<file path="src/rtl/lianliankan_pkg.sv">
// Shared board geometry and selection-state encoding for the lianliankan
// board controller.
package lianliankan_pkg;

  localparam int unsigned BOARD_COLS = 8;
  localparam int unsigned BOARD_ROWS = 8;
  localparam int unsigned BOARD_XW   = 3;
  localparam int unsigned BOARD_YW   = 3;

  typedef enum logic [1:0] {
    SEL_IDLE = 2'd0,
    SEL_ONE  = 2'd1,
    SEL_PEND = 2'd2
  } sel_state_e;

  // Repeat counter must hold the larger of the two intervals without wrapping.
  function automatic int unsigned repeat_cnt_w(input int unsigned hold_cyc,
                                               input int unsigned repeat_cyc);
    int unsigned mx;
    mx = (hold_cyc > repeat_cyc) ? hold_cyc : repeat_cyc;
    return (mx < 1) ? 1 : $clog2(mx + 1);
  endfunction

endpackage

</file>
<file path="src/rtl/cursor_select_ctrl_btn_edge_repeat.sv">
// One button: 2-flop synchronizer, rising-edge pulse and an optional
// hold-to-repeat generator that adds extra pulses while the level stays high.
module btn_edge_repeat
  import lianliankan_pkg::*;
#(
  parameter bit          REPEAT_EN  = 1'b1,
  parameter int unsigned HOLD_CYC   = 50_000_000,
  parameter int unsigned REPEAT_CYC = 10_000_000
) (
  input  logic clk,
  input  logic rst,
  input  logic btn_in,
  output logic ev_o
);

  logic sync1_q;
  logic sync2_q;
  logic prev_q;
  logic rise;

  always_ff @(posedge clk) begin
    if (rst) begin
      sync1_q <= 1'b0;
      sync2_q <= 1'b0;
      prev_q  <= 1'b0;
    end else begin
      sync1_q <= btn_in;
      sync2_q <= sync1_q;
      prev_q  <= sync2_q;
    end
  end

  assign rise = sync2_q & ~prev_q;

  generate
    if (REPEAT_EN) begin : g_rep
      localparam int unsigned CW = repeat_cnt_w(HOLD_CYC, REPEAT_CYC);
      localparam logic [CW-1:0] HOLD_V = CW'(HOLD_CYC);
      localparam logic [CW-1:0] REP_V  = CW'(REPEAT_CYC);
      localparam logic [CW-1:0] CNT_MAX = {CW{1'b1}};

      logic [CW-1:0] cnt_q;
      logic [CW-1:0] cnt_d;
      logic          phase_q;
      logic          phase_d;
      logic          rep;

      // cnt_q equals the number of cycles since the last emitted event while
      // held; phase_q selects the initial hold vs. the steady repeat interval.
      always_comb begin
        cnt_d   = cnt_q;
        phase_d = phase_q;
        rep     = 1'b0;
        if (!sync2_q) begin
          cnt_d   = '0;
          phase_d = 1'b0;
        end else if (cnt_q == (phase_q ? REP_V : HOLD_V)) begin
          rep     = 1'b1;
          cnt_d   = CW'(1);
          phase_d = 1'b1;
        end else if (cnt_q != CNT_MAX) begin
          cnt_d = cnt_q + 1'b1;
        end
      end

      always_ff @(posedge clk) begin
        if (rst) begin
          cnt_q   <= '0;
          phase_q <= 1'b0;
        end else begin
          cnt_q   <= cnt_d;
          phase_q <= phase_d;
        end
      end

      assign ev_o = rise | rep;
    end else begin : g_norep
      assign ev_o = rise;
    end
  endgenerate

endmodule

</file>
<file path="src/rtl/cursor_select_ctrl.sv">
// Board cursor with wrap-around moves and auto-repeat, plus a two-cell
// selection FSM that offers completed pairs over a valid/ack handshake.
module cursor_select_ctrl
  import lianliankan_pkg::*;
#(
  parameter int unsigned COLS       = BOARD_COLS,
  parameter int unsigned ROWS       = BOARD_ROWS,
  parameter int unsigned XW         = BOARD_XW,
  parameter int unsigned YW         = BOARD_YW,
  parameter int unsigned HOLD_CYC   = 50_000_000,
  parameter int unsigned REPEAT_CYC = 10_000_000
) (
  input  logic          clk,
  input  logic          rst,
  input  logic          up_in,
  input  logic          right_in,
  input  logic          down_in,
  input  logic          left_in,
  input  logic          s_in,
  output logic [XW-1:0] cur_x,
  output logic [YW-1:0] cur_y,
  output logic          sel_valid,
  output logic [XW-1:0] sel_x,
  output logic [YW-1:0] sel_y,
  output logic          pair_valid,
  output logic [XW-1:0] pair_x0,
  output logic [YW-1:0] pair_y0,
  output logic [XW-1:0] pair_x1,
  output logic [YW-1:0] pair_y1,
  input  logic          pair_ack
);

  localparam logic [XW-1:0] X_MAX = XW'(COLS - 1);
  localparam logic [YW-1:0] Y_MAX = YW'(ROWS - 1);

  logic up_ev, right_ev, down_ev, left_ev, s_ev;

  btn_edge_repeat #(.REPEAT_EN(1'b1), .HOLD_CYC(HOLD_CYC), .REPEAT_CYC(REPEAT_CYC))
    u_up    (.clk(clk), .rst(rst), .btn_in(up_in),    .ev_o(up_ev));
  btn_edge_repeat #(.REPEAT_EN(1'b1), .HOLD_CYC(HOLD_CYC), .REPEAT_CYC(REPEAT_CYC))
    u_right (.clk(clk), .rst(rst), .btn_in(right_in), .ev_o(right_ev));
  btn_edge_repeat #(.REPEAT_EN(1'b1), .HOLD_CYC(HOLD_CYC), .REPEAT_CYC(REPEAT_CYC))
    u_down  (.clk(clk), .rst(rst), .btn_in(down_in),  .ev_o(down_ev));
  btn_edge_repeat #(.REPEAT_EN(1'b1), .HOLD_CYC(HOLD_CYC), .REPEAT_CYC(REPEAT_CYC))
    u_left  (.clk(clk), .rst(rst), .btn_in(left_in),  .ev_o(left_ev));
  btn_edge_repeat #(.REPEAT_EN(1'b0), .HOLD_CYC(HOLD_CYC), .REPEAT_CYC(REPEAT_CYC))
    u_sel   (.clk(clk), .rst(rst), .btn_in(s_in),     .ev_o(s_ev));

  logic [XW-1:0] cur_x_q, cur_x_d;
  logic [YW-1:0] cur_y_q, cur_y_d;
  sel_state_e    state_q, state_d;
  logic          sel_valid_q, sel_valid_d;
  logic [XW-1:0] sel_x_q, sel_x_d;
  logic [YW-1:0] sel_y_q, sel_y_d;
  logic          pair_valid_q, pair_valid_d;
  logic [XW-1:0] pair_x0_q, pair_x0_d, pair_x1_q, pair_x1_d;
  logic [YW-1:0] pair_y0_q, pair_y0_d, pair_y1_q, pair_y1_d;

  // One move per cycle; coincident lower-priority events are dropped.
  always_comb begin
    cur_x_d = cur_x_q;
    cur_y_d = cur_y_q;
    if (up_ev) begin
      cur_y_d = (cur_y_q == '0) ? Y_MAX : cur_y_q - 1'b1;
    end else if (right_ev) begin
      cur_x_d = (cur_x_q == X_MAX) ? '0 : cur_x_q + 1'b1;
    end else if (down_ev) begin
      cur_y_d = (cur_y_q == Y_MAX) ? '0 : cur_y_q + 1'b1;
    end else if (left_ev) begin
      cur_x_d = (cur_x_q == '0) ? X_MAX : cur_x_q - 1'b1;
    end
  end

  // Selection reads the registered (pre-move) cursor.
  always_comb begin
    state_d      = state_q;
    sel_valid_d  = sel_valid_q;
    sel_x_d      = sel_x_q;
    sel_y_d      = sel_y_q;
    pair_valid_d = pair_valid_q;
    pair_x0_d    = pair_x0_q;
    pair_y0_d    = pair_y0_q;
    pair_x1_d    = pair_x1_q;
    pair_y1_d    = pair_y1_q;
    case (state_q)
      SEL_IDLE: begin
        if (s_ev) begin
          sel_x_d     = cur_x_q;
          sel_y_d     = cur_y_q;
          sel_valid_d = 1'b1;
          state_d     = SEL_ONE;
        end
      end
      SEL_ONE: begin
        if (s_ev) begin
          sel_valid_d = 1'b0;
          if (cur_x_q == sel_x_q && cur_y_q == sel_y_q) begin
            state_d = SEL_IDLE;
          end else begin
            pair_x0_d    = sel_x_q;
            pair_y0_d    = sel_y_q;
            pair_x1_d    = cur_x_q;
            pair_y1_d    = cur_y_q;
            pair_valid_d = 1'b1;
            state_d      = SEL_PEND;
          end
        end
      end
      SEL_PEND: begin
        if (pair_ack) begin
          pair_valid_d = 1'b0;
          state_d      = SEL_IDLE;
        end
      end
      default: begin
        state_d      = SEL_IDLE;
        sel_valid_d  = 1'b0;
        pair_valid_d = 1'b0;
      end
    endcase
  end

  always_ff @(posedge clk) begin
    if (rst) begin
      cur_x_q      <= '0;
      cur_y_q      <= '0;
      state_q      <= SEL_IDLE;
      sel_valid_q  <= 1'b0;
      sel_x_q      <= '0;
      sel_y_q      <= '0;
      pair_valid_q <= 1'b0;
      pair_x0_q    <= '0;
      pair_y0_q    <= '0;
      pair_x1_q    <= '0;
      pair_y1_q    <= '0;
    end else begin
      cur_x_q      <= cur_x_d;
      cur_y_q      <= cur_y_d;
      state_q      <= state_d;
      sel_valid_q  <= sel_valid_d;
      sel_x_q      <= sel_x_d;
      sel_y_q      <= sel_y_d;
      pair_valid_q <= pair_valid_d;
      pair_x0_q    <= pair_x0_d;
      pair_y0_q    <= pair_y0_d;
      pair_x1_q    <= pair_x1_d;
      pair_y1_q    <= pair_y1_d;
    end
  end

  assign cur_x      = cur_x_q;
  assign cur_y      = cur_y_q;
  assign sel_valid  = sel_valid_q;
  assign sel_x      = sel_x_q;
  assign sel_y      = sel_y_q;
  assign pair_valid = pair_valid_q;
  assign pair_x0    = pair_x0_q;
  assign pair_y0    = pair_y0_q;
  assign pair_x1    = pair_x1_q;
  assign pair_y1    = pair_y1_q;

endmodule

</file>
<file path="config.mk">
export PLATFORM = sky130hd
export DESIGN_NAME = cursor_select_ctrl
export DESIGN_NICKNAME = d
export VERILOG_FILES = /design/src/rtl/lianliankan_pkg.sv /design/src/rtl/cursor_select_ctrl_btn_edge_repeat.sv /design/src/rtl/cursor_select_ctrl.sv
export SDC_FILE = /design/constraint.sdc
export NUM_CORES = 1
export LEC_CHECK = 0
export CAP_MARGIN = 20
export CORE_MARGIN = 2
export CORE_UTILIZATION = 35
export DETAILED_ROUTE_END_ITERATION = 8
export GPL_TIMING_DRIVEN = 1
export PLACE_DENSITY = 0.58
export SLEW_MARGIN = 20
export SYNTH_ARGS = -nofsm -noshare
export SYNTH_HDL_FRONTEND = slang
export SYNTH_SLANG_ARGS = --single-unit
</file>
<file path="constraint.sdc">
create_clock -name clk -period 5.1 [get_ports clk]
set_clock_uncertainty 0.2 [all_clocks]
set_input_delay 1.02 -clock clk [delete_from_list [all_inputs] [get_ports clk]]
set_output_delay 1.02 -clock clk [all_outputs]
set_load 0.05 [all_outputs]
</file>
# --- Yosys cells after proc, flatten, opt, wreduce, memory -nomap -nowiden ---
# Cells that the tools add are included.
totals:
  regBits: 151
  latch_bits: 0
  ram_bits: 0
  romBits: 0
  input_bits: 8
  out_inout_bits: 26
  word_cells: 155
  n_memories: 0
classes:
  addsub: 8
  n_mul: 0
  n_div: 0
  order_cmp: 0
  n_eq_ne: 20
  shift: 0
  mux: 42
  bitwise_logic: 22
  reduce_logical: 25
ops:
  columns: ["op", "n"]
  rows:
  - ["adder 26 x 1 -> 26 bit, second input constant", 4]
  - ["== test 26 bit", 4]
  - ["2-to-1 mux 26 bit", 4]
  - ["!= test 26 bit, second input constant", 4]
  - ["2-to-1 mux 3 bit", 10]
  - ["2-to-1 mux 1 bit", 21]
  - ["NOT 1 bit", 13]
  - ["AND reduction 3 bit", 4]
  - ["nonzero test 2 bit", 6]
  - ["OR reduction 3 bit", 4]
  - ["!= test 2 bit, second input constant", 5]
  - ["2-to-1 mux 2 bit", 4]
  - ["OR reduction 2 bit", 4]
  - ["adder 3 x 1 -> 3 bit, second input constant", 2]
  - ["== test 3 bit", 2]
  - ["== test 3 bit, second input constant", 2]
  - ["logical NOT 3 bit", 2]
  - ["one-hot mux 1 bit (3 select lines)", 2]
  - ["one-hot mux 2 bit (3 select lines)", 1]
  - ["subtractor 3 x 1 -> 3 bit, second input constant", 2]
  - ["bitwise AND 1 bit", 5]
  - ["bitwise OR 1 bit", 4]
  - ["AND reduction 2 bit", 2]
  - ["AND reduction 4 bit", 1]
  - ["5 further kinds", 5]

# --- Logic depth before layout (Yosys ltp) ---
logic_depth:
  word_depth: 8
  ltp_mapped: 9
  ltp_nobuf: 8

# --- Modules after synthesis ---
# Synthesis repeated with hierarchy kept, for this count alone.
hier_totals:
  hier_cells: 846
  area_unflattened_um2: 7704.9
by_module_without_submodules:
  columns: ["mod", "instances", "cells_per_inst", "area_per_inst_um2"]
  rows:
  - ["btn_edge_repeat at u_down ...", 4, 175, 1566.5]
  - ["cursor_select_ctrl", 1, 139, 1351.3]
  - ["btn_edge_repeat at u_sel", 1, 7, 87.6]

# --- Least setup slack after synthesis ---
# OpenSTA, ideal clock, no wires.
synth_timing:
  path_type: "register to register"
  startpoint: "register u_up.g_rep.cnt_q[16]"
  endpoint: "register u_up.g_rep.cnt_q[13]"
  setup_ns: 0.114
  arrival_ns: 2.019
  slack_ns: 2.767
  stages_incl_launch_ff: 9
  cell_sequence: "dfxtp_1 -> nor4b_1 -> nand4_1 -> or4_2 -> nor3_1 -> nand2b_1 -> buf_2 -> buf_4 -> nor2_1"
synth_via:
  elab_chain_len: 2
  word_cells_on_any_way: 3
  classes_between: "2 x eq/ne; 1 x reduce/logical"
synth_lines:
  columns: ["element", "line", "text"]
  rows:
  - ["from (decl)", "cursor_select_ctrl_btn_edge_repeat.sv:42", "logic [CW-1:0] cnt_q;"]
  - ["from (signal assigned)", "cursor_select_ctrl_btn_edge_repeat.sv:71", "cnt_q <= cnt_d;"]
  - ["== test 26 bit", "cursor_select_ctrl_btn_edge_repeat.sv:57", "end else if (cnt_q == (phase_q ? REP_V : HOLD_V)) begin"]
  - ["OR reduction 3 bit (no source line)", null, null]
# Parallel ways exist; a longest one is shown, timed or not.
# A chain may end at the register's enable or synchronous reset.

# --- Worst setup path in the final report ---
layout_timing:
  startpoint: "register u_up.g_rep.cnt_q[16]"
  endpoint: "register u_up.g_rep.cnt_q[1]"
# The elaborated chain is that of the path after synthesis.

==> metrics.md <==
| Metric | Value |
|---|---|
| FP Rows | `52` |
| Register area share after synthesis | `between 40% and 50%` |
| Worst R2R Path Depth | `6` |
| Cell Area, Synth | `around 0.0072 mm^2` |
| RR Startpoint | `u_up.g_rep.cnt_q[16]` |
| Area Overhead vs Synth | `16.4%` |
| Yosys warns | `0` |
| Die width | `approximately 150 um` |
| P_leak | `about 2.6 nW` |
| Most frequent cells after synthesis | `dfxtp_1 (151), nor2_1 (140), xnor2_1 (51)` |
| Area share of the largest cell type after synthesis | `a little over two fifths` |
| RSZ-0062 raised after global routing | `false` |
| Distinct cells, synth | `68` |
| Post-Syn Nets | `between 800 and 900` |
| Post-synth ARST share | `0%` |
| IO Count | `34` |
| Met1 wire length | `8150 um` |
| Final Power | `around 2.6 mW` |
| Post-Route WL | `15400 um` |
| Final worst-path cycle share | `between 60 and 70%` |
| Final Util | `between 40 and 50%` |
| DR WL/cell | `between 10 and 15 um` |
| Slowest stage delay, CP | `around 800 ps` |
| Final WS setup | `around 2000 ps` |
| Router iterations before antenna repair | `5` |
| Initial core utilization | `between 30% and 40%` |
| Fmax | `roughly 0.32 GHz` |
| DR top layer | `met4` |
| Nature of the critical path endpoint | `flip-flop` |
| WL met3 | `roughly 530 um` |
| Synth area leaders | `dfxtp_1 (42%), nor2_1 (7.3%), xnor2_1 (6.2%)` |
| Final Hold Slack | `~230 ps` |
| Clock latency on the worst-skew pair | `between 400 and 500 ps` |
| CTS tree | `done` |
| Die H | `147 um` |
| Setup TNS | `0 ps` |
| Clk Tree Root Cell | `clkbuf_16` |
| Measured slew at the worst slew-check pin | `slightly below 1000 ps` |
| CTS buffer count | `17` |
| Met2 wire len | `6480 um` |
| Port Buffer Count | `33` |
| DRC viols | `0` |
| Post-Place Cells | `between 1000 and 1500` |
| DR vias | `between 5000 and 6000` |
| Post-layout minimum cycle time | `around 3100 ps` |
| Power per Cell Area | `about 310 mW/mm^2` |
| Synth Flop Type | `dfxtp_1` |
| Fin area | `0.00839 mm^2` |
| Die area | `roughly 0.022 mm^2` |
| Layout cells sized above 1 | `6.34%` |
| Worst path cell trace | `nor4b_1 -> nand4_1 -> or4_2 -> nor3_1 -> nand2b_1 -> nor2_1` |
| Vias in the first global route | `5332` |
| Core Box Area | `about 0.020 mm^2` |
| CP Class | `flip-flop to flip-flop` |
| Final Instance Count excl. Fillers | `about 1100` |
| Slowest library cell on the worst path | `nand2b_1` |
| EDFF count, synth | `0` |
| FILL cells | `1990` |
| Crit path to | `u_up.g_rep.cnt_q[1]` |
| Status | `finished, final reports clean` |
| Total GRT Usage | `around 15%` |
| Synth Register Bits | `between 150 and 200` |
| Setup crit start | `u_up.g_rep.cnt_q[16]` |
| HPWL after detailed placement | `around 10000 um` |
| Syn Inst Count | `just over 800` |
| Max-Slew Margin vs Limit | `between 30% and 40%` |
| Worst EP required | `between 5000 and 6000 ps` |
| Post-DRT Antenna Nets | `0` |
| Starting DRT DRC Count | `373` |
| Reg clk slew, reported paths | `60 ps` |
| MaxCap Viol Count | `0` |
| Post-CTS Setup Inserts | `0` |
| Final setup fails | `0` |
| Sequential cell area | `0.00302 mm^2` |
| Clk buf depth | `2` |
| Via-per-instance ratio | `between 5 and 6` |
| Setup WS pre-CTS | `1920 ps` |
| GRT overflow | `0` |
| Post-CTS Resized | `0` |
| Ant diodes | `0` |
| R2R Setup Slk | `slightly below 2000 ps` |
| H-tree lvl count | `4` |
| Arr. time, crit path | `between 3000 and 4000 ps` |
| Reg-to-Reg End | `u_up.g_rep.cnt_q[1]` |
| Worst setup SP type | `flip-flop` |
| Largest net degree at the start of global routing | `44` |
| Area of the multi-input gates | `0.00399 mm^2` |
| Syn Area/Cell | `slightly below 9 um^2` |
| Endpoints failing hold | `0` |
| Most common cell in the netlist | `dfxtp_1` |
| Final Slew Violations | `0` |
| Final Wtd Congestion | `0.826` |
| Hold crit path type | `flip-flop to flip-flop` |
| Placed Area | `0.00779 mm^2` |
| Cell taking the most area after synthesis | `dfxtp_1` |
| Clk sinks | `between 150 and 200` |
| Initial antenna violation count | `0` |
| CP max FO | `25` |
| NumNets Final | `878` |
| Post-CTS Hold Fix Bufs | `0` |
| Worst VDD drop | `243 uV` |
| First-pass GRT wire length | `26200 um` |
## worst min path at each step
| stage | from | to | slack (ps) | cells past startpoint |
|---|---|---|---|---|
| finish | u_left.sync1_q | u_left.sync2_q | 230 | 1 |
| global route | u_sel.sync1_q | u_sel.sync2_q | 260 | 1 |
| CTS | u_left.sync1_q | u_left.sync2_q | 240 | 1 |
| detailed placement | u_up.sync1_q | u_up.sync2_q | 230 | 1 |
| global placement | u_left.sync1_q | u_left.sync2_q | 220 | 1 |
| floorplan | u_down.sync1_q | u_down.sync2_q | 210 | 1 |
## final cells by class
| type | instances | share of cell area [%] |
|---|---|---|
| flip-flops and latches | 151 | 36.0 |
| well taps | 270 | 4.03 |
| inverters | 28 | 1.25 |
| multi-input cells | 621 | 47.6 |
| repair buffers | 35 | 4.06 |
| clock inverters | 13 | 1.76 |
| clock buffers | 19 | 5.28 |
## power by group
part	internal (mW)	total [mW]	leakage (nW)	switching (mW)
Sequential	1.19	1.21	1.22	0.0142
Combinational	0.0394	0.102	1.13	0.0626
Clock	0.739	1.26	0.288	0.518
Total	1.97	2.56	2.64	0.594
## flip-flops by register name, summed over array words and instances, names as in the netlist, 2 cells and up
register,cells
u_left.g_rep.cnt_q,26
pair_x0,3
pair_x1,3
u_down.g_rep.cnt_q,26
pair_y0,3
sel_x,3
cur_y,3
cur_x,3
sel_y,3
pair_y1,3
state_q,2
u_up.g_rep.cnt_q,26
u_right.g_rep.cnt_q,26
## per-layer routing
layer / vias to the layer above / track usage (%)
li1: 3000 / -
met4: 0 / 5.53
met2: 84 / 20.9
met3: 20 / 3.36
met1: 2713 / 21.2
met5: - / 0
## critical path: cells and delay by family, from the launching register on
| family | cells | cell delay, ps |
|---|---|---|
| simple gates | 6 | 2430 |
| flops | 1 | 350 |
## logic make-up (layout without fill, tap and decap cells)
logic type,after synthesis,count (layout),synth area share [%]
muxes,18,18,2.50
DFF,151,151,42.0
and+or+nand+nor,414,414,30.6
adders and majority gates,16,16,2.78
AOI/OAI and AO/OA,84,84,8.42
buffers and inverters,52,95,2.88
xor gates and xnor gates,89,89,10.8
## placed cells by master (no fill, tap or decap), types with 3 or more instances in the layout
cell,instances
clkbuf_16,17
o2111ai_1,4
nor3_1,36
nand3b_1,3
or3_1,13
inv_1,28
xor2_1,38
xnor2_1,51
a21oi_1,23
nor4bb_1,8
o41ai_1,3
nor2_1,140
clkdlybuf4s50_1,32
dfxtp_1,151
clkinv_4,6
a211oi_1,9
nand3_1,31
nor2b_1,16
and2_1,8
and4_1,10
or2b_2,3
nand4_1,38
ha_1,16
nor4_1,12
mux2i_1,18
nand2_1,42
nor4b_1,12
and3_1,17
o21a_1,4
nor3b_1,4
nand2b_1,4
a22oi_1,3
o21ai_0,13
Note: power is estimated with default switching activity, not from simulation.
